<file path="config.mk">
export PLATFORM = sky130hd
export DESIGN_NAME = bit_serializer_flat
export DESIGN_NICKNAME = d
export VERILOG_FILES = /design/src/rtl/bit_serializer_if.sv /design/src/rtl/bit_serializer.sv /design/src/flat_wrapper.sv
export SDC_FILE = /design/constraint.sdc
export NUM_CORES = 1
export LEC_CHECK = 0
export CAP_MARGIN = 15
export CORE_MARGIN = 1.5
export CORE_UTILIZATION = 45
export DETAILED_ROUTE_END_ITERATION = 10
export PLACE_DENSITY = 0.67
export RECOVER_POWER = 100
export SYNTH_ARGS = -nofsm -noshare
export SYNTH_HDL_FRONTEND = slang
export SYNTH_SLANG_ARGS = --single-unit
</file>
<file path="constraint.sdc">
create_clock -name clk -period 4.36 [get_ports clk]
set_input_delay 0.436 -clock clk [delete_from_list [all_inputs] [get_ports clk]]
set_output_delay 0.436 -clock clk [all_outputs]
set_load 0.005 [all_outputs]
</file>
<file path="src/rtl/bit_serializer_if.sv">
// Word-in / bit-out bundle of the bit_serializer: parallel handshake on one side,
// serial stream and status toward the sequence detector on the other.
interface bit_serializer_if #(
    parameter int WIDTH = 8
);
    logic [WIDTH-1:0] in_data;
    logic             in_valid;
    logic             in_ready;
    logic             x;
    logic             x_valid;
    logic             word_done;
    logic             busy;

    modport master (
        output in_data,
        output in_valid,
        input  in_ready,
        input  x,
        input  x_valid,
        input  word_done,
        input  busy
    );

    modport slave (
        input  in_data,
        input  in_valid,
        output in_ready,
        output x,
        output x_valid,
        output word_done,
        output busy
    );
endinterface

</file>
<file path="src/rtl/bit_serializer.sv">
// MSB-first parallel-to-serial converter with a one-word holding register for gapless streaming.
// Optional feature macro: SER_PARITY_EN appends an even-parity bit after each word.
module bit_serializer #(
    parameter int WIDTH    = 8,
    parameter bit IDLE_BIT = 1'b0
) (
    input  logic            clk,
    input  logic            reset,
    bit_serializer_if.slave bus
);
    localparam int CW = (WIDTH > 1) ? $clog2(WIDTH) : 1;
    localparam logic [CW-1:0] LAST_IDX = CW'(WIDTH - 1);

    typedef enum logic [1:0] {
        S_IDLE  = 2'd0,
        S_SHIFT = 2'd1
`ifdef SER_PARITY_EN
        , S_PAR = 2'd2
`endif
    } state_t;

    function automatic logic even_parity(input logic [WIDTH-1:0] word);
        return ^word;
    endfunction

    state_t           state_r, state_n;
    logic [WIDTH-1:0] shreg_r, shreg_n;
    logic [WIDTH-1:0] hold_r, hold_n;
    logic             hold_full_r, hold_full_n;
    logic [CW-1:0]    bitcnt_r, bitcnt_n;
    logic             x_r, x_n;
    logic             x_valid_r, x_valid_n;
    logic             word_done_r, word_done_n;
    logic             in_ready_s, accept_s, eow_s;
    logic             load_s;
    logic [WIDTH-1:0] load_word_s;
`ifdef SER_PARITY_EN
    logic             par_r, par_n;
`endif

    assign in_ready_s = reset && !hold_full_r;
    assign accept_s   = bus.in_valid && in_ready_s;
`ifdef SER_PARITY_EN
    assign eow_s      = (state_r == S_PAR);
`else
    assign eow_s      = (state_r == S_SHIFT) && (bitcnt_r == LAST_IDX);
`endif

    // Next-state: word loading (bypass or from hold), shifting, hold capture.
    always_comb begin
        state_n     = state_r;
        shreg_n     = shreg_r;
        hold_n      = hold_r;
        hold_full_n = hold_full_r;
        bitcnt_n    = bitcnt_r;
        load_s      = 1'b0;
        load_word_s = {WIDTH{1'b0}};
`ifdef SER_PARITY_EN
        par_n       = par_r;
`endif
        if (eow_s) begin
            if (hold_full_r) begin
                load_s      = 1'b1;
                load_word_s = hold_r;
                hold_full_n = 1'b0;
            end else if (accept_s) begin
                load_s      = 1'b1;
                load_word_s = bus.in_data;
            end else begin
                state_n = S_IDLE;
            end
        end else if (state_r == S_IDLE) begin
            if (accept_s) begin
                load_s      = 1'b1;
                load_word_s = bus.in_data;
            end else begin
                state_n = S_IDLE;
            end
        end else begin
            if (accept_s) begin
                hold_n      = bus.in_data;
                hold_full_n = 1'b1;
            end else begin
                hold_full_n = hold_full_r;
            end
`ifdef SER_PARITY_EN
            if (bitcnt_r == LAST_IDX) begin
                state_n = S_PAR;
            end else begin
                shreg_n  = shreg_r << 1;
                bitcnt_n = bitcnt_r + CW'(1);
            end
`else
            shreg_n  = shreg_r << 1;
            bitcnt_n = bitcnt_r + CW'(1);
`endif
        end

        if (load_s) begin
            state_n  = S_SHIFT;
            shreg_n  = load_word_s;
            bitcnt_n = {CW{1'b0}};
`ifdef SER_PARITY_EN
            par_n    = even_parity(load_word_s);
`endif
        end else begin
            state_n = state_n;
        end
    end

    // Output decode from the upcoming state so x/x_valid/word_done leave registers.
    always_comb begin
        x_n         = IDLE_BIT;
        x_valid_n   = 1'b0;
        word_done_n = 1'b0;
        case (state_n)
            S_IDLE: begin
                x_n       = IDLE_BIT;
                x_valid_n = 1'b0;
            end
            S_SHIFT: begin
                x_n       = shreg_n[WIDTH-1];
                x_valid_n = 1'b1;
`ifdef SER_PARITY_EN
                word_done_n = 1'b0;
`else
                word_done_n = (bitcnt_n == LAST_IDX);
`endif
            end
`ifdef SER_PARITY_EN
            S_PAR: begin
                x_n         = par_n;
                x_valid_n   = 1'b1;
                word_done_n = 1'b1;
            end
`endif
            default: begin
                x_n         = IDLE_BIT;
                x_valid_n   = 1'b0;
                word_done_n = 1'b0;
            end
        endcase
    end

    // State and output registers with synchronous active-low reset.
    always_ff @(posedge clk) begin
        if (!reset) begin
            state_r     <= S_IDLE;
            shreg_r     <= {WIDTH{1'b0}};
            hold_r      <= {WIDTH{1'b0}};
            hold_full_r <= 1'b0;
            bitcnt_r    <= {CW{1'b0}};
            x_r         <= IDLE_BIT;
            x_valid_r   <= 1'b0;
            word_done_r <= 1'b0;
`ifdef SER_PARITY_EN
            par_r       <= 1'b0;
`endif
        end else begin
            state_r     <= state_n;
            shreg_r     <= shreg_n;
            hold_r      <= hold_n;
            hold_full_r <= hold_full_n;
            bitcnt_r    <= bitcnt_n;
            x_r         <= x_n;
            x_valid_r   <= x_valid_n;
            word_done_r <= word_done_n;
`ifdef SER_PARITY_EN
            par_r       <= par_n;
`endif
        end
    end

    assign bus.in_ready  = in_ready_s;
    assign bus.x         = x_r;
    assign bus.x_valid   = x_valid_r;
    assign bus.word_done = word_done_r;
    assign bus.busy      = (state_r != S_IDLE) || hold_full_r;
endmodule

</file>
<file path="src/flat_wrapper.sv">
// flat-port wrapper written by rule: the top's interface ports become plain ports
module bit_serializer_flat 
#(
    parameter int WIDTH    = 8,
    parameter bit IDLE_BIT = 1'b0
)
  (clk, reset, bus_in_data, bus_in_valid, bus_in_ready, bus_x, bus_x_valid, bus_word_done, bus_busy);
  bit_serializer_if #(.WIDTH(WIDTH)) bus_i ();
  input  logic clk;
  input  logic reset;
  input wire logic [$bits(bus_i.in_data)-1:0] bus_in_data;
  input wire logic [$bits(bus_i.in_valid)-1:0] bus_in_valid;
  output wire logic [$bits(bus_i.in_ready)-1:0] bus_in_ready;
  output wire logic [$bits(bus_i.x)-1:0] bus_x;
  output wire logic [$bits(bus_i.x_valid)-1:0] bus_x_valid;
  output wire logic [$bits(bus_i.word_done)-1:0] bus_word_done;
  output wire logic [$bits(bus_i.busy)-1:0] bus_busy;
  assign bus_i.in_data = bus_in_data;
  assign bus_i.in_valid = bus_in_valid;
  assign bus_in_ready = bus_i.in_ready;
  assign bus_x = bus_i.x;
  assign bus_x_valid = bus_i.x_valid;
  assign bus_word_done = bus_i.word_done;
  assign bus_busy = bus_i.busy;
  bit_serializer #(.WIDTH(WIDTH), .IDLE_BIT(IDLE_BIT)) u_core (.clk(clk), .reset(reset), .bus(bus_i));
endmodule
</file>
* Word-level counts from Yosys, hierarchy flattened
Cells that the tools add are included.
** Word-level totals
- Bits in registers :: 25
- Output and inout port bits :: 5
- Input bits :: 11
- Word-level logic and storage cells :: 51
** Operators by class
- Reduce and logical (&&, ||, !) cells :: 12
- Equal/unequal tests :: 6
- Bitwise gates (word level) :: 3
- Add/sub/neg operators :: 1
- Mux-type cells :: 20
** Operators by type and width (count)
- 8-bit 2-to-1 mux :: 7
- 2-bit 2-to-1 mux :: 5
- 3-bit 2-to-1 mux :: 3
- 3-bit == test (second input constant) :: 2
- 2-bit AND reduction :: 3
- 1-bit 2-to-1 mux :: 5
- 2-bit by 1-bit == test with 1-bit output (second input constant) :: 2
- 3-bit by 1-bit adder with 3-bit output (second input constant) :: 1
- 1-bit logical AND :: 3
- 1-bit NOT :: 3
- 3-bit AND reduction :: 1
- 2-bit zero test :: 1
- 2-bit by 1-bit != test with 1-bit output (second input constant) :: 1
- 2-bit != test (second input constant) :: 1
- 2-bit nonzero test :: 1
- 2-bit OR reduction :: 1
- 1-bit zero test :: 1
- 1-bit logical OR :: 1

* Depth between registers and ports, before layout
Gate-level depths: netlist (run 1).
- Word-level depth :: 9
- Depth in mapped cells :: 8
- Depth with buffers taken out :: 6

* Least setup slack after synthesis (run 1)
No wires, ideal clock.
- Path type :: register -> register
- Start point :: register u_core.bitcnt_r[0]
- End point :: register u_core.shreg_r[6]
- Required time :: 4.235 ns
- Path slack :: 2.744 ns
- Setup time :: 0.125 ns
- Path buffers :: 2
- Arrival :: 1.491 ns
- Period minus slack after synthesis :: 1.616 ns
- Cell stages (with the launch flop) :: 9
- Cells stage by stage :: dfxtp_1 -> ha_1 -> ha_1 -> nor2b_2 -> or2_0 -> buf_2 -> buf_4 -> a221oi_2 -> o21ai_0
** On the way
- Cells in the longest elaborated chain, start to end :: 5
- Elaborated cells between the ends (all ways) :: 8
- Classes of those cells :: eq/ne: 3; mux: 3; reduce/logical: 2
** RTL lines
- start, declared :: line bit_serializer.sv:30 : logic [CW-1:0] bitcnt_r, bitcnt_n;
- start signal, assigned :: line bit_serializer.sv:152 : bitcnt_r <= {CW{1'b0}};
- start signal, assigned :: line bit_serializer.sv:164 : bitcnt_r <= bitcnt_n;
- 3-bit == test (*) :: line bit_serializer.sv:46 : assign eow_s = (state_r == S_SHIFT) && (bitcnt_r == LAST_IDX);
- 1-bit logical AND (*) :: line bit_serializer.sv:46
- 1-bit 2-to-1 mux :: line bit_serializer.sv:61 : if (eow_s) begin
- 2-bit != test (no line) or 2-bit by 1-bit != test with 1-bit output (tied branches)
- 2-bit AND reduction (no line)
- end signal, assigned :: line bit_serializer.sv:149 : shreg_r <= {WIDTH{1'b0}};
- end signal, assigned :: line bit_serializer.sv:161 : shreg_r <= shreg_n;
- end, declared :: line bit_serializer.sv:27 : logic [WIDTH-1:0] shreg_r, shreg_n;
Mark *: on every way between the ends. The rest lies on a longest branch, timed or not.
A chain may end at the register's enable or synchronous reset.

* Worst setup path in the final report (run 1)
- Start point :: input port reset
- End point :: register u_core.hold_r[7]
** On the way
- Cells in the longest elaborated chain, start to end :: 3
** RTL lines
- start, declared :: line flat_wrapper.sv:10 : input logic reset;
- 1-bit logical AND :: line bit_serializer.sv:41 : assign in_ready_s = reset && !hold_full_r;
- 1-bit logical AND :: line bit_serializer.sv:42 : assign accept_s = bus.in_valid && in_ready_s;
- 3-bit AND reduction (no line)
- end signal, assigned :: line bit_serializer.sv:150 : hold_r <= {WIDTH{1'b0}};
- end signal, assigned :: line bit_serializer.sv:162 : hold_r <= hold_n;
- end, declared :: line bit_serializer.sv:28 : logic [WIDTH-1:0] hold_r, hold_n;
Several ways; a longest one is shown, not always the timed one.

==> results.tsv, run 1 <==
stage	metric	value	unit
timing	maximum_operating_frequency	374.0	MHz
clocking	cts_buffer_depth	2	
hold_path	hold_class	reg2reg	
routing	routed-via-count	937	
critical_path	cp.arrival	2890	ps
timing	layout_worst_path_cycle_share	0.6133	
routing	post-route-drc-count	0	
timing	rsz0062_at_grt	false	
logic_synthesis	synth_net_count	143	
cells_and_area	layout_commonest_cell	sky130_fd_sc_hd__dfxtp_1	
critical_path	cp_top_family	buffers and inverters	
clocking	clock_latency	300	ps
cells_and_area	layout.cells.most_common_list	sky130_fd_sc_hd__dfxtp_1, sky130_fd_sc_hd__nand2_1, sky130_fd_sc_hd__o21ai_0, sky130_fd_sc_hd__clkdlybuf4s50_1	
critical_path	ff_to_ff_start	u_core.bitcnt_r[0]$_SDFF_PN0_	
critical_path	worst-path-buf-inv	1	
timing	finalCriticalPeriod	2674	ps
hold_path	worstHoldPathCells	2	
clocking	clock_sinks	24	
critical_path	reg2reg_setup_slack	1920	ps
global_routing	grt_overflow_total	0	
clocking	postCtsSetupRepairBufs	0	
logic_synthesis	netlist_area	0.001176	mm^2
global_routing	first_pass_grt_wire_length	3629	um
critical_path	ff2ff_path_depth	6	
critical_path	worstPathMaxFanout	25	
die	fp.dieH	54.13	um
logic_synthesis	part_of_the_yosys_area_used_for_sequential_elements	0.4085	
logic_synthesis	synth_largest_area_cell	sky130_fd_sc_hd__dfxtp_1	
timing	finalSetupViolations	0	
clocking	cts-root-buf	sky130_fd_sc_hd__clkbuf_4	
routing	ant_nets	0	
placement	port_bufs	15	
timing	setup_total_negative_slack	0	ps
logic_synthesis	yosys.cell_types.count	36	
critical_path	worst_ep_required_time	4570	ps
power	power_after_layout	0.4135	mW
placement	dp_hpwl	1512	um
clocking	clk_pin_slew_worst_paths	130	ps
routing	wl_per_cell	12.41	um
logic_synthesis	synth-main-ff-cell	sky130_fd_sc_hd__dfxtp_1	
power	leakage	0.4778	nW
logic_synthesis	synth-async-reset-ratio	0	
die	rows	18	
job	cap_viol_max_count	0	
clocking	post_cts_resized	0	
cells_and_area	final_net_count	153	
clocking	cts-buffers-inserted	3	
logic_synthesis	synthesis.yosys.warnings	0	
global_routing	grt_antenna_before_repair	0	
timing	relSlewSlack	0.3558	
routing	drt_first_iter_violations	19	
power	power_per_cell_area	318.3	mW/mm^2
cells_and_area	antenna_cells_inserted	0	
cells_and_area	layout-drive-gt1-share	0.05755	
clocking	clock_tree_from_tritoncts	yes	
die	start_util	0.4747	
power	max-vdd-ir-drop	0.1984	mV
critical_path	slowest_stage	sky130_fd_sc_hd__dlygate4sd3_1	
hold_path	hold_path_end	u_core.shreg_r[0]$_SDFFE_PN0P_	
critical_path	crit-reg2reg-capture	u_core.bus.word_done$_SDFF_PN0_	
die	dieArea	0.002930	mm^2
logic_synthesis	ys_seq_elements	24	
timing	clock_skew	3.704	ps
placement	gp_routability_congestion	0.7750	
logic_synthesis	postSynthAreaPerCell	9.047	um^2
timing	hold_violations	0	
logic_synthesis	synth-edff-count	0	
timing	slew_viol_final	0	
die	ios	16	
critical_path	crit_chain	dlygate4sd3_1 -> and3b_1 -> o21ai_0 -> mux2i_1 -> nor2b_1	
hold_path	hold_sp	u_core.shreg_r[0]$_SDFFE_PN0P_	
placement	detailedPlace.worstSlack	1648	ps
timing	worstMarginPinSlew	956.1	ps
run_status	run_status	completed	
timing	final.hold.worst_slack	463.7	ps
global_routing	track_usage	0.1718	
critical_path	worst_setup_path_start_kind	input pin	
logic_synthesis	synth.top_cell.area_share	0.4085	
global_routing	vias_in_the_first_global_route	822	
timing	worst_slack	1686	ps
clocking	holdBufCountCts	0	
routing	drt_first_pass_iters	4	
logic_synthesis	synthTopCellsByArea	sky130_fd_sc_hd__dfxtp_1, sky130_fd_sc_hd__nand2_1, sky130_fd_sc_hd__o21ai_0	
routing	final_wl	2098	um
critical_path	worst-setup-path-type	in2reg	
global_routing	grt_start_max_net_pins	26	
critical_path	critical-path-max-stage-delay	1000	ps
logic_synthesis	postSynthCellCount	130	
routing	avgViaCountPerCell	5.544	
die	chipWidth	54.13	um
clocking	total_number_of_h_tree_levels	1	
critical_path	worstSetupEndpointType	flip-flop	
cells_and_area	layout-area-overhead-vs-synth	10.43	%
die	placeableCoreArea	0.002477	mm^2
==> metrics by stage <==
step,cell area (um^2),std cells,util
final,1299,169,0.5242
after CTS,1329,169,0.5364
after floorplan,1176,130,-
after global routing,1299,169,0.5242
after detailed placement,1292,165,0.5217
after global placement,1292,165,0.5217
==> cells by family after synthesis <==
logic type / after synthesis / synth area share
AND/OR/NAND/NOR: 49 / 0.2266
AO/OA/AOI/OAI: 38 / 0.2340
flip-flops: 24 / 0.4085
buffers and inverters: 12 / 0.06702
multiplexers: 5 / 0.04255
adder cells (fa/ha/maj): 2 / 0.02127
==> worst max path at each step <==
stage	endpoint	startpoint	depth (start not counted)
finish	u_core.hold_r[7]$_SDFFE_PN0P_	reset	5
global placement	u_core.bitcnt_r[0]$_SDFF_PN0_	reset	5
detailed placement	u_core.bitcnt_r[0]$_SDFF_PN0_	reset	5
CTS	bus_in_ready	reset	3
floorplan	u_core.shreg_r[6]$_SDFFE_PN0P_	u_core.bitcnt_r[0]$_SDFF_PN0_	8
global route	u_core.hold_r[7]$_SDFFE_PN0P_	reset	5
==> layout make-up <==
cell class                 count  area, um^2
tap                           30       37.54
multi-input combinational     94       586.8
inverter                       2       7.507
fill                         258        1179
clock buffer                   4       36.28
sequential                    24       480.5
timing repair buffer          15       150.1
==> cell usage after synthesis, types with 2 or more instances <==
| library cell | n |
|---|---|
| sky130_fd_sc_hd__dfxtp_1 | 24 |
| sky130_fd_sc_hd__nand2_1 | 21 |
| sky130_fd_sc_hd__o21ai_0 | 13 |
| sky130_fd_sc_hd__a21boi_0 | 8 |
| sky130_fd_sc_hd__nand3_1 | 8 |
| sky130_fd_sc_hd__mux2i_1 | 5 |
| sky130_fd_sc_hd__a221oi_1 | 4 |
| sky130_fd_sc_hd__a21oi_1 | 3 |
| sky130_fd_sc_hd__a221oi_2 | 3 |
| sky130_fd_sc_hd__buf_2 | 3 |
| sky130_fd_sc_hd__buf_6 | 3 |
| sky130_fd_sc_hd__nor2b_1 | 3 |
| sky130_fd_sc_hd__and2_1 | 2 |
| sky130_fd_sc_hd__buf_4 | 2 |
| sky130_fd_sc_hd__clkbuf_1 | 2 |
| sky130_fd_sc_hd__ha_1 | 2 |
| sky130_fd_sc_hd__inv_1 | 2 |
| sky130_fd_sc_hd__nand2b_1 | 2 |
| sky130_fd_sc_hd__nand3b_1 | 2 |
| sky130_fd_sc_hd__o21ai_1 | 2 |
==> registers in the layout, indices dropped and copies added, names as in the netlist <==
| register | flops |
|---|---|
| u_core.state_r | 2 |
| u_core.bitcnt_r | 3 |
| u_core.bus.x_valid | 1 |
| u_core.shreg_r | 7 |
| u_core.hold_r | 8 |
| u_core.bus.x | 1 |
| u_core.hold_full_r | 1 |
| u_core.bus.word_done | 1 |
==> power breakdown <==
group          switching (mW)  internal (mW)  total [mW]
registers             0.00809          0.231       0.239
logic                  0.0293         0.0302      0.0595
clock network          0.0639         0.0509       0.115
==> worst reg2reg max path, cell delays in order (launching register included) <==
cell and delay [ps]:
sky130_fd_sc_hd__dfxtp_1 350, sky130_fd_sc_hd__ha_1 200, sky130_fd_sc_hd__ha_1 270, sky130_fd_sc_hd__nor2b_1 250, sky130_fd_sc_hd__or2_0 700, sky130_fd_sc_hd__mux2i_1 210, sky130_fd_sc_hd__nor4b_1 370
==> routing by layer <==
| metal | global-route usage | part of all wire | up-vias | routed length (um) |
|---|---|---|---|---|
| met5 | 0 | 0 | - | 0 |
| met4 | 0.1000 | 0.0071 | 0 | 15 |
| met3 | 0.02500 | 0.041 | 2 | 85 |
| met2 | 0.2530 | 0.47 | 18 | 991 |
| met1 | 0.2367 | 0.48 | 439 | 1005 |
| li1 | - | - | 478 | - |
(Power assumes the default switching activity.)
==> run 2, diff against run 1 <==
==> constraint.sdc (replaced) <==
create_clock -name clk -period 2.7 [get_ports clk]
set_input_delay 0.27 -clock clk [delete_from_list [all_inputs] [get_ports clk]]
set_output_delay 0.27 -clock clk [all_outputs]
set_load 0.005 [all_outputs]
==> results.tsv, run 2 (same netlist as run 1, synthesis figures left out) <==
stage	metric	value	unit	change
run_status	run_status	completed		
routing	ant_nets	0		unchanged
placement	detailedPlace.worstSlack	710.3	ps	-938.0 ps
timing	hold_violations	0		unchanged
die	fp.dieH	54.13	um	unchanged
die	dieArea	0.002930	mm^2	unchanged
cells_and_area	layout.cells.most_common_list	sky130_fd_sc_hd__dfxtp_1, sky130_fd_sc_hd__nand2_1, sky130_fd_sc_hd__o21ai_0, sky130_fd_sc_hd__clkdlybuf4s50_1		
routing	final_wl	2251	um	+7.3%
global_routing	track_usage	0.1714		-0.0003965
power	power_frac_seq	0.514		-0.064
cells_and_area	layout.cells.non_filler	172		+1.8%
cells_and_area	utilization_of_the_core_after_routing	0.5460		+0.02172
job	cap_viol_max_count	0		unchanged
power	power_after_layout	0.7522	mW	+82%
timing	rsz0062_at_grt	false		
routing	avgViaCountPerCell	5.471		-1.3%
cells_and_area	layout-area-overhead-vs-synth	15.00	%	
timing	finalCriticalPeriod	2122	ps	
routing	routed-via-count	941		+0.43%
critical_path	cp.arrival	2350	ps	-540 ps
cells_and_area	antenna_cells_inserted	0		unchanged
hold_path	hold_class	reg2reg		
critical_path	worst_setup_path_start_kind	flip-flop		
clocking	clock_tree_from_tritoncts	yes		
power	power_per_cell_area	556.1	mW/mm^2	+75%
power	p_int	0.5770	mW	+85%
cells_and_area	finalInstanceArea	0.001353	mm^2	+4.1%
placement	port_bufs	15		unchanged
routing	drt_first_iter_violations	13		-6
timing	relSlewSlack	0.3056		-0.05021
routing	post-route-drc-count	0		unchanged
cells_and_area	layout-drive-gt1-share	0.09155		+0.03400
timing	layout_worst_path_cycle_share	0.7858		
cells_and_area	final_net_count	156		+2.0%
cells_and_area	registers_with_the_most_flip_flops	u_core.hold_r x8, u_core.shreg_r x7, u_core.bitcnt_r x3		
global_routing	grt_antenna_before_repair	0		unchanged
placement	place_area	0.001315	mm^2	+1.7%
power	comb_power_share	0.137		-0.007
timing	slew_viol_final	0		unchanged
global_routing	vias_in_the_first_global_route	885		+7.7%
power	p_clk_frac	0.349		+0.071
die	placeableCoreArea	0.002477	mm^2	unchanged
timing	clock_skew	6.024	ps	+2.320 ps
power	p_switching	0.1752	mW	+73%
clocking	clock_sinks	24		unchanged
global_routing	first_pass_grt_wire_length	3670	um	+1.1%
die	start_util	0.4747		unchanged
critical_path	worst_ep_required_time	2930	ps	-1640 ps
critical_path	worst-setup-path-type	reg2reg		
clocking	post_cts_resized	0		unchanged
clocking	total_number_of_h_tree_levels	1		unchanged
clocking	cts-root-buf	sky130_fd_sc_hd__clkbuf_4		
die	chipWidth	54.13	um	unchanged
clocking	clk_pin_slew_worst_paths	140	ps	about the same
timing	final.hold.worst_slack	467.0	ps	+3.386 ps
routing	drt_first_pass_iters	4		unchanged
placement	gp_routability_congestion	0.7751		about the same
timing	worstMarginPinSlew	1031	ps	+74.52 ps
cells_and_area	max_flop_register	u_core.hold_r		
timing	setup_total_negative_slack	0	ps	unchanged
cells_and_area	layout_commonest_cell	sky130_fd_sc_hd__dfxtp_1		
routing	wl_per_cell	13.09	um	+5.4%
critical_path	worstSetupEndpointType	flip-flop		
clocking	clock_latency	310	ps	about the same
cells_and_area	n_fill_cell	240		-7.0%
cells_and_area	largest_register_ffs	8		unchanged
clocking	cts_buffer_depth	2		unchanged
timing	worst_slack	578.2	ps	-1108 ps
power	swShare	0.2329		-0.01202
global_routing	grt_start_max_net_pins	18		-31%
global_routing	grt_overflow_total	0		unchanged
power	max-vdd-ir-drop	0.4016	mV	+100%
clocking	postCtsSetupRepairBufs	0		unchanged
clocking	holdBufCountCts	0		unchanged
critical_path	worstPathMaxFanout	8		-68%
power	leakage	0.5036	nW	+5.4%
die	rows	18		unchanged
placement	dpl.cell_count	168		+1.8%
placement	dp_hpwl	1600	um	+5.8%
timing	maximum_operating_frequency	471.3	MHz	
die	ios	16		unchanged
clocking	cts-buffers-inserted	3		unchanged
timing	finalSetupViolations	0		unchanged
-- run 2: per-layer routing --
layer	global-route usage	wire length (um)
met2	0.2972	1090
met4	0.08750	13
met5	0	0
met3	0.02500	76
met1	0.2027	1070
-- run 2: power groups by stage --
stage	Clock, mW	Sequential [mW]	Combinational (mW)
2_1_floorplan	0	0.388	0.0759
3_3_place_gp	0	0.394	0.106
3_5_place_dp	0	0.394	0.107
4_1_cts	0.263	0.387	0.108
5_1_grt	0.276	0.390	0.115
6_report	0.262	0.387	0.103
-- run 2: path summary, 6_finish.rpt --
path	cells past startpoint	start	end	slack, ps
max	6	u_core.bitcnt_r[0]$_SDFF_PN0_	u_core.hold_r[7]$_SDFFE_PN0P_	580
min	2	u_core.shreg_r[3]$_SDFFE_PN0P_	u_core.shreg_r[3]$_SDFFE_PN0P_	470
max reg2reg	6	u_core.bitcnt_r[0]$_SDFF_PN0_	u_core.hold_r[7]$_SDFFE_PN0P_	580
min reg2reg	2	u_core.shreg_r[3]$_SDFFE_PN0P_	u_core.shreg_r[3]$_SDFFE_PN0P_	470
-- run 2: critical path: stages (launching register included) --
cell	delay (ps)
sky130_fd_sc_hd__dfxtp_1	380
sky130_fd_sc_hd__ha_1	160
sky130_fd_sc_hd__ha_1	250
sky130_fd_sc_hd__nor2b_1	110
sky130_fd_sc_hd__o21ai_0	810
sky130_fd_sc_hd__mux2i_1	270
sky130_fd_sc_hd__nor2b_1	60
-- run 2: area by class of cell --
type	count	area [um^2]	area share
Clock inverter	1	30.03	0.02220
Sequential cell	24	480.5	0.3552
Multi-Input combinational cell	94	601.8	0.4450
Inverter	2	7.507	0.005550
Clock buffer	3	22.52	0.01665
Timing Repair Buffer	18	172.7	0.1277
Tap cell	30	37.54	0.02775
==> run 3, diff against run 2 <==
--- a/config.mk
+++ b/config.mk
@@ -9,7 +9,7 @@
 export CORE_MARGIN = 1.5
 export CORE_UTILIZATION = 45
 export DETAILED_ROUTE_END_ITERATION = 10
-export PLACE_DENSITY = 0.67
+export PLACE_DENSITY = 0.69
 export RECOVER_POWER = 100
 export SYNTH_ARGS = -nofsm -noshare
 export SYNTH_HDL_FRONTEND = slang
==> constraint.sdc (replaced) <==
create_clock -name clk -period 1.85 [get_ports clk]
set_input_delay 0.185 -clock clk [delete_from_list [all_inputs] [get_ports clk]]
set_output_delay 0.185 -clock clk [all_outputs]
set_load 0.005 [all_outputs]
==> results.tsv, run 3 (same netlist as run 1, synthesis figures left out) <==
stage	metric	value	unit	change
critical_path	cp_top_family	adder cells		
placement	port_bufs	15		unchanged
timing	rsz0062_at_grt	false		
clocking	clock_tree_from_tritoncts	yes		
power	max-vdd-ir-drop	0.5730	mV	+43%
clocking	clk_pin_slew_worst_paths	130	ps	about the same
timing	relSlewSlack	0.7371		+0.4315
cells_and_area	layout-area-overhead-vs-synth	23.09	%	
cells_and_area	final_net_count	165		+5.8%
placement	dp_hpwl	1779	um	+11%
global_routing	grt_overflow_total	0		unchanged
die	chipWidth	54.13	um	unchanged
cells_and_area	registers_with_the_most_flip_flops	u_core.hold_r x8, u_core.shreg_r x7, u_core.bitcnt_r x3		
critical_path	worst_setup_path_start_kind	flip-flop		
die	start_util	0.4747		unchanged
placement	dpl.cell_count	175		+4.2%
global_routing	track_usage	0.1879		+0.01648
routing	final_wl	2517	um	+12%
critical_path	worst-path-buf-inv	2		+2
global_routing	grt_antenna_before_repair	0		unchanged
clocking	cts-buffers-inserted	3		unchanged
power	power_per_cell_area	707.9	mW/mm^2	+27%
cells_and_area	layout.cells.most_common_list	sky130_fd_sc_hd__nand2_1, sky130_fd_sc_hd__dfxtp_1, sky130_fd_sc_hd__o21ai_0, sky130_fd_sc_hd__clkdlybuf4s50_1, sky130_fd_sc_hd__buf_4		
timing	layout_worst_path_cycle_share	0.9451		+0.1593
timing	worstMarginPinSlew	394.2	ps	-636.4 ps
global_routing	grt_start_max_net_pins	17		-1
timing	clock_skew	6.743	ps	+0.7186 ps
cells_and_area	antenna_cells_inserted	0		unchanged
hold_path	hold_class	in2reg		
routing	drt_first_iter_violations	19		+6
die	rows	18		unchanged
clocking	total_number_of_h_tree_levels	1		unchanged
routing	wl_per_cell	13.91	um	+6.3%
timing	maximum_operating_frequency	571.9	MHz	+21%
critical_path	worstPathMaxFanout	8		unchanged
routing	routed-via-count	1008		+7.1%
timing	slew_viol_final	0		unchanged
critical_path	critical-path-max-stage-delay	350	ps	-460 ps
critical_path	worst_ep_required_time	2070	ps	-860 ps
clocking	clock_latency	320	ps	about the same
critical_path	worst_setup_path_startpoint	u_core.bitcnt_r[0]$_SDFF_PN0_		
critical_path	ff2ff_path_depth	8		+2
timing	hold_violations	0		unchanged
cells_and_area	layout_commonest_cell	sky130_fd_sc_hd__nand2_1		
routing	avgViaCountPerCell	5.569		+1.8%
cells_and_area	largest_register_ffs	8		unchanged
critical_path	reg2reg_setup_slack	100	ps	-480 ps
die	fp.dieH	54.13	um	unchanged
placement	gp_routability_congestion	0.7826		+0.97%
critical_path	crit_chain	ha_1 -> ha_2 -> nor2b_2 -> clkbuf_1 -> nor2_2 -> clkbuf_2 -> o21ai_0 -> o21ai_0		
run_status	run_status	completed		
timing	finalCriticalPeriod	1748	ps	-373.3 ps
die	placeableCoreArea	0.002477	mm^2	unchanged
critical_path	cp.arrival	1960	ps	-390 ps
timing	setup_total_negative_slack	0	ps	unchanged
routing	ant_nets	0		unchanged
timing	finalSetupViolations	0		unchanged
critical_path	slowest_stage	sky130_fd_sc_hd__dfxtp_2		
timing	worst_slack	101.6	ps	-476.7 ps
cells_and_area	layout-drive-gt1-share	0.2252		+0.1336
clocking	holdBufCountCts	0		unchanged
die	ios	16		unchanged
die	dieArea	0.002930	mm^2	unchanged
clocking	cts-root-buf	sky130_fd_sc_hd__clkbuf_4		
power	power_after_layout	1.025	mW	+36%
routing	post-route-drc-count	0		unchanged
job	cap_viol_max_count	0		unchanged
clocking	clock_sinks	24		unchanged
critical_path	timing.critical_path.to	u_core.shreg_r[1]$_SDFFE_PN0P_		
cells_and_area	layout.cells.non_filler	181		+5.2%
clocking	cts_buffer_depth	2		unchanged
critical_path	worstSetupEndpointType	flip-flop		
critical_path	path_depth	8		+2
global_routing	vias_in_the_first_global_route	919		+3.8%
placement	detailedPlace.worstSlack	81.20	ps	-629.0 ps
routing	drt_first_pass_iters	4		unchanged
power	leakage	0.5485	nW	+8.9%
cells_and_area	max_flop_register	u_core.hold_r		
critical_path	crit-reg2reg-capture	u_core.shreg_r[1]$_SDFFE_PN0P_		
critical_path	timing.critical_path.mode_cell	sky130_fd_sc_hd__o21ai_0		
cells_and_area	n_fill_cell	239		-0.42%
critical_path	ff_to_ff_start	u_core.bitcnt_r[0]$_SDFF_PN0_		
global_routing	first_pass_grt_wire_length	3933	um	+7.2%
critical_path	worst-setup-path-type	reg2reg		
[run 3: cell count changes in the layout (fill, tap and decap cells not counted), moves of 3 or more]
cell                              previous run  this run
sky130_fd_sc_hd__a221oi_1                    4         1
sky130_fd_sc_hd__dlygate4sd3_1               5         1
sky130_fd_sc_hd__clkdlybuf4s50_1            10        13
sky130_fd_sc_hd__dfxtp_1                    24        20
sky130_fd_sc_hd__buf_4                       3        10
sky130_fd_sc_hd__a221oi_2                    3         6
[run 3: where the power goes]
group | leakage, nW | switching (mW) | internal, mW
Clock | 0.0210 | 0.158 | 0.120
Combinational | 0.329 | 0.0886 | 0.0977
Sequential | 0.198 | 0.0156 | 0.544
Total | 0.548 | 0.262 | 0.763
[run 3: cell type report]
cell class	instances	area [um^2]	share of cell area
multi-input cells	94	639.4	0.4417
flip-flops and latches	24	490.5	0.3388
repair buffers	27	236.5	0.1634
well taps	30	37.54	0.02593
clock buffers	4	36.28	0.02506
inverters	2	7.507	0.005186
[run 3: worst reg2reg max path, stage by stage, from the launching register on]
cell and delay [ps]:
sky130_fd_sc_hd__dfxtp_2 350, sky130_fd_sc_hd__ha_1 200, sky130_fd_sc_hd__ha_2 220, sky130_fd_sc_hd__nor2b_2 120, sky130_fd_sc_hd__clkbuf_1 180, sky130_fd_sc_hd__nor2_2 80, sky130_fd_sc_hd__clkbuf_2 170, sky130_fd_sc_hd__o21ai_0 210
sky130_fd_sc_hd__o21ai_0 110
[run 3: through the flow]
step | hold slack [ps] | utilization | cell area [um^2]
2_1_floorplan | 324.3 | - | 1176
3_3_place_gp | 432.1 | 0.5520 | 1368
3_5_place_dp | 437.8 | 0.5520 | 1368
4_1_cts | 438.9 | 0.5677 | 1406
5_1_grt | 425.2 | 0.5843 | 1448
6_report | 447.6 | 0.5843 | 1448
[run 3: worst min-delay path by stage]
stage | startpoint | endpoint | slack, ps | cells past startpoint
final | bus_in_data[0] | u_core.hold_r[0]$_SDFFE_PN0P_ | 450 | 3
after floorplan | reset | u_core.shreg_r[0]$_SDFFE_PN0P_ | 320 | 2
after CTS | bus_in_data[0] | u_core.hold_r[0]$_SDFFE_PN0P_ | 440 | 3
after global routing | bus_in_data[0] | u_core.hold_r[0]$_SDFFE_PN0P_ | 430 | 3
after global placement | u_core.shreg_r[5]$_SDFFE_PN0P_ | u_core.shreg_r[5]$_SDFFE_PN0P_ | 430 | 2
after detailed placement | u_core.shreg_r[5]$_SDFFE_PN0P_ | u_core.shreg_r[5]$_SDFFE_PN0P_ | 440 | 2
[run 3: routing by layer]
layer  routed length, um  up-vias  track usage
met5                   0        -            0
met2                1280       21       0.3193
met3                 107        4      0.06667
li1                    -      508            -
met4                  31        0      0.05417
met1                1098      475       0.2209
[run 3: what timing repair did]
item,in CTS,in global routing
endpoints found under the setup margin,1,8
gates resized for setup,2,11
setup buffers,0,2
